$ cat config.mk
export PLATFORM = sky130hd
export DESIGN_NAME = lfsr_decrypt_ctrl
export DESIGN_NICKNAME = d
export VERILOG_FILES = /design/src/rtl/lfsr_decrypt_ctrl.sv
export SDC_FILE = /design/constraint.sdc
export NUM_CORES = 1
export LEC_CHECK = 0
export ABC_AREA = 1
export BUFFER_PORTS_ARGS = -buffer_cell sky130_fd_sc_hd__buf_2
export CAP_MARGIN = 20
export CORE_AREA = 3 3 118 63
export CTS_CLUSTER_SIZE = 28
export DETAILED_ROUTE_END_ITERATION = 8
export DIE_AREA = 0 0 121 66
export GPL_ROUTABILITY_DRIVEN = 1
export PLACE_DENSITY = 0.68
export SLEW_MARGIN = 0
export SYNTH_ARGS = -nofsm -noshare
export SYNTH_HDL_FRONTEND = slang
export SYNTH_SLANG_ARGS = --single-unit
$ cat constraint.sdc
create_clock -name clk -period 1.55 [get_ports clk]
set_input_delay 0.31 -clock clk [delete_from_list [all_inputs] [get_ports clk]]
set_output_delay 0.31 -clock clk [all_outputs]
set_load 0.01 [all_outputs]
$ cat src/rtl/lfsr_decrypt_ctrl.sv
// lfsr_decrypt_ctrl: identifies the LFSR tap used to encrypt a message from its 8'h7E preamble, then decrypts the payload
//   clk, rst (async, active-high)          clock and reset
//   start                                  begin a run (accepted only in IDLE/DONE/FAIL)
//   mem_rdata / mem_raddr                  combinational encrypted-byte read port
//   mem_waddr / mem_wr_en / mem_wdata      decrypted-byte write port
//   lfsr_states                            six external 5-bit LFSR states, tap i at [5i+4:5i]
//   lfsr_load / lfsr_seed / lfsr_en        LFSR control
//   tap_sel                                index of the identified tap
//   busy / done / error                    run status
module lfsr_decrypt_ctrl #(
    parameter int SRC_BASE = 128,
    parameter int DST_BASE = 192,
    parameter int MSG_LEN  = 64,
    parameter int PRE_LEN  = 5
) (
    input  logic        clk,
    input  logic        rst,
    input  logic        start,
    input  logic [7:0]  mem_rdata,
    input  logic [29:0] lfsr_states,
    output logic [7:0]  mem_raddr,
    output logic [7:0]  mem_waddr,
    output logic        mem_wr_en,
    output logic [7:0]  mem_wdata,
    output logic        lfsr_load,
    output logic        lfsr_en,
    output logic [4:0]  lfsr_seed,
    output logic [2:0]  tap_sel,
    output logic        busy,
    output logic        done,
    output logic        error
);
    typedef enum logic [2:0] {IDLE, SEED, STEP, TRAIN, RESOLVE, DECRYPT, DONE, FAIL} state_t;
    localparam logic [7:0] SRC = 8'(SRC_BASE);
    localparam logic [7:0] DST = 8'(DST_BASE);
    localparam logic [7:0] TRAIN_LAST = 8'(PRE_LEN - 2);
    localparam logic [7:0] DEC_LAST = 8'(MSG_LEN - PRE_LEN - 1);
    state_t state, state_n;
    logic [7:0] rd_ptr, wr_ptr, cnt;
    logic [5:0] match_mask, hit;
    logic [4:0] st [8];
    logic [2:0] low;
    logic       idle_like;
    always_comb begin
        for (int i = 0; i < 6; i++) st[i] = lfsr_states[5*i +: 5];
        st[6] = 5'd0;
        st[7] = 5'd0;
        for (int i = 0; i < 6; i++) hit[i] = {mem_rdata[7:5], mem_rdata[4:0] ^ st[i]} == 8'h7E;
        low = 3'd0;
        for (int i = 5; i >= 0; i--) if (match_mask[i]) low = 3'(i);
    end
    assign idle_like = (state == IDLE) || (state == DONE) || (state == FAIL);
    assign busy      = !idle_like;
    assign done      = (state == DONE) || (state == FAIL);
    assign error     = state == FAIL;
    assign mem_raddr = rd_ptr;
    assign mem_waddr = wr_ptr;
    assign mem_wr_en = state == DECRYPT;
    assign mem_wdata = {mem_rdata[7:5], mem_rdata[4:0] ^ st[tap_sel]};
    assign lfsr_load = state == SEED;
    // preamble byte 0 is plaintext 8'h7E, so its low bits undo to the seed
    assign lfsr_seed = lfsr_load ? (mem_rdata[4:0] ^ 5'h1E) : 5'd0;
    assign lfsr_en   = (state == STEP) || (state == TRAIN) || (state == DECRYPT);
    always_comb begin
        state_n = state;
        case (state)
            IDLE, DONE, FAIL: state_n = start ? SEED : state;
            SEED:    state_n = STEP;
            STEP:    state_n = TRAIN;
            TRAIN:   state_n = (cnt == TRAIN_LAST) ? RESOLVE : TRAIN;
            RESOLVE: state_n = (match_mask == 6'd0) ? FAIL : DECRYPT;
            DECRYPT: state_n = (cnt == DEC_LAST) ? DONE : DECRYPT;
            default: state_n = IDLE;
        endcase
    end
    always_ff @(posedge clk or posedge rst) begin
        if (rst) begin
            state      <= IDLE;
            rd_ptr     <= SRC;
            wr_ptr     <= DST;
            match_mask <= 6'h3F;
            tap_sel    <= 3'd0;
            cnt        <= 8'd0;
        end else begin
            state <= state_n;
            case (state)
                IDLE, DONE, FAIL: if (start) begin
                    match_mask <= 6'h3F;
                    rd_ptr     <= SRC;
                    wr_ptr     <= DST;
                    cnt        <= 8'd0;
                end
                STEP: begin
                    rd_ptr <= SRC + 8'd1;
                    cnt    <= 8'd0;
                end
                TRAIN: begin
                    rd_ptr     <= rd_ptr + 8'd1;
                    match_mask <= match_mask & hit;
                    cnt        <= cnt + 8'd1;
                end
                RESOLVE: begin
                    if (match_mask != 6'd0) tap_sel <= low;
                    cnt <= 8'd0;
                end
                DECRYPT: begin
                    rd_ptr <= rd_ptr + 8'd1;
                    wr_ptr <= wr_ptr + 8'd1;
                    cnt    <= cnt + 8'd1;
                end
                default: ;
            endcase
        end
    end
endmodule

==> results_dict.tcl <==
set metrics [dict create \
    status "finished with violations" \
    violations "negative setup slack" \
    synth-seq-cells 36 \
    ys_warn_count 0 \
    crit_arrival_ns 1.52 \
    async_flop_share 1.00 \
    drive_gt1_frac 0.322 \
    core_sq_um 6540 \
    cpPeakStageDelay_ns 0.43 \
    slew_headroom 0.690 \
    dpl.cell_count 607 \
    crit_start "tap_sel[0]" \
    cts-root-buf "clkbuf_16" \
    grt-ovfl-total 0 \
    ios 79 \
    syn_area_per_cell_sq_um 6.46 \
    synth_ff_type "dfrtp_1" \
    finalPower_w 0.00641 \
    critPathBufInv 3 \
    crit_top_cell "nand2_1" \
    dpl.hpwl_microns 5840 \
    antenna_found_initial 0 \
    cp-start-kind "flip-flop" \
    die_area_sq_um 7990 \
    path_clk_slew_ns 0.05 \
    path_max_fanout 4 \
    syn_to_final_growth_pct 37.7 \
    chipHeight_microns 66 \
    clk_latency_ns 0.27 \
    numClockSinks 36 \
    critPathTopFamily "flip-flops" \
    htree_levels 2 \
    crit_type "reg -> out" \
    r2r_cells 9 \
    fillerInstances 597 \
    layout_min_cycle_time_ns 1.83 \
    synth.net_count 486 \
    maxCapViolCount 0 \
    postRouteAntennaNets 0 \
    synthCells 438 \
    hp-class "in -> async" \
    finClkSkew_ns 0.00200 \
    io_buffers 78 \
    first_pass_iters 4 \
    start_util 0.432 \
    hold_viol 0 \
    grt_max_degree 37 \
    die_width_microns 121 \
    crit-reg2reg-launch "state[1]" \
    fp-row-count 21 \
    synth-edff-count 0 \
    track_usage 0.201 \
    wl_microns 8290 \
    gp_congestion 0.910 \
    synthTopCellsByCount "nand2_1, nor2_1, nand3_1, inv_1, o21ai_0" \
    powerDensity_nw_per_um2 1640 \
    setup_violations 12 \
    slew_violations 0 \
    wl_per_cell_microns 13.1 \
    finalSetupTns_ns -1.89 \
    cp_cell_sequence "buf_4 > buf_2 > o21ai_0 > nand2_1 > nand2_1 > nand2_1 > buf_2" \
    rsz0062_at_grt "yes" \
    post-route-util 0.596 \
    finalNonFillerCells 633 \
    vdd_drop_max_uv 633 \
    critPathSlowestCell "dfrtp_2" \
    cts_buffer_depth 2 \
    layout.nets 588 \
    max_freq_ghz 0.547 \
    synth_area_leaders "dfrtp_1, nand2_1, nor2_1" \
    grt_pass1_wl_microns 13100 \
    synth.most_common_cell "nand2_1" \
    antennaDiodeCount 0 \
    detail_route.vias_per_cell 4.96 \
    min_period_over_period 1.18 \
    yosys.area.top_type "dfrtp_1" \
    timing.final.ws_setup_ns -0.277 \
    rr_endpoint "mem_waddr[5]" \
    rrSetupSlack_ns 0.05 \
    drcViolationCount 0 \
    endpoint "mem_wdata[1]" \
    vias 3140 \
    drt_iter0_markers 197 \
    crit_cells 7 \
    first_global_vias 2829 \
    p_leak_nw 1.98 \
    yosysTopAreaCellShare 0.239 \
    cp-end-kind "primary output" \
    cts_tree "done" \
    cts_buffers 5 \
    ys_types 30 \
    cp_data_required_time_ns 1.24 \
    cts_hold_buffers 0 \
    worstMarginPinSlew_ns 0.465 \
    ys_seq_area_frac 0.322 \
    synthesis.area_sq_um 2830 \
]
==> final cells by class <==
type                    count  area [sq um]  area share
clock buffers               6           129      0.0331
clock inverters             2          35.0     0.00899
inverters                  41           161      0.0414
multi-input cells         346          1850       0.474
flip-flops and latches     36           916       0.235
well taps                  92           115      0.0295
repair buffers            110           692       0.178
==> worst register-to-register path, delay by kind of cell (launching register included) <==
kind,cells,cell delay [ns]
DFF,1,0.41
buffers and inverters,3,0.42
AOI/OAI and AO/OA,1,0.06
and+or+nand+nor,5,0.52
==> how the worst min path moves through the flow <==
stage                        startpoint            end  slack (ns)  depth (start not counted)
final                               rst   mem_waddr[2]        0.14                          3
after floorplan           match_mask[0]  match_mask[0]        0.45                          2
after global routing                rst   mem_waddr[3]        0.18                          3
after global placement              rst   mem_raddr[5]        0.44                          3
after detailed placement            rst   mem_waddr[2]        0.45                          3
after CTS                           rst   mem_raddr[4]        0.15                          3
==> metal layers <==
layer  vias to the layer above  global-route usage  routed length, microns
li1                       1607                   -                       -
met1                      1425               0.272                    3930
met2                        95               0.329                    3710
met3                        13              0.0316                     512
met4                         0              0.0678                     135
met5                         -                   0                       0
==> cells in the final DEF, fill, tap and decap left out, types with 4 or more instances in the layout <==
master     count
nand3_1       41
o21a_1         4
inv_1         31
clkbuf_16      5
nand3b_1       6
nor2_2         8
nor2_4        12
xnor2_1       12
buf_6         13
o21ai_0       25
buf_4         24
nand2_2        5
o21ai_1       24
buf_2         73
dfstp_2        9
nand2_4        4
xor2_1         5
nand2_1      119
nand4_1        6
a21oi_1        6
ha_1           4
dfrtp_1       24
nor3_1         4
inv_2          7
nor2_1        51
==> kinds of logic (layout without fill, tap and decap cells) <==
family | count (synthesis) | in the layout | share of synthesized area
simple gates | 259 | 259 | 0.393
compound gates | 63 | 63 | 0.118
buf+inv | 56 | 159 | 0.0831
flops | 36 | 36 | 0.322
xor+xnor | 17 | 17 | 0.0526
fa+ha+maj | 7 | 7 | 0.0310
==> sequential cells by signal, indices dropped and copies added (netlist names) <==
name and cells:
state 3, tap_sel 3, cnt 8, match_mask 6
mem_raddr 8, mem_waddr 8
==> stage by stage <==
step / instance area (sq um) / hold WS (ns) / worst slack (ns)
3_5_place_dp: 3360 / 0.446 / 0.0115
5_1_grt: 3900 / 0.176 / -0.467
4_1_cts: 3670 / 0.151 / -0.261
2_1_floorplan: 2830 / 0.446 / 0.0245
3_3_place_gp: 3360 / 0.441 / 0.0294
6_report: 3900 / 0.138 / -0.277
==> timing repair <==
item / 4_1_cts / 5_1_grt
buffers inserted: 6 / 11
cloned: 1 / 0
pin swaps: 9 / 22
gates resized for setup: 28 / 40
setup endpoints to repair: 13 / 31
==> report_power, final <==
part	leakage [nW]	total [W]	switching [W]	internal, W
clock network	0.0808	0.00113	0.000370	0.000756
registers	0.457	0.00149	0.000267	0.00123
logic	1.44	0.00379	0.00220	0.00159
(Power assumes the default switching activity.)
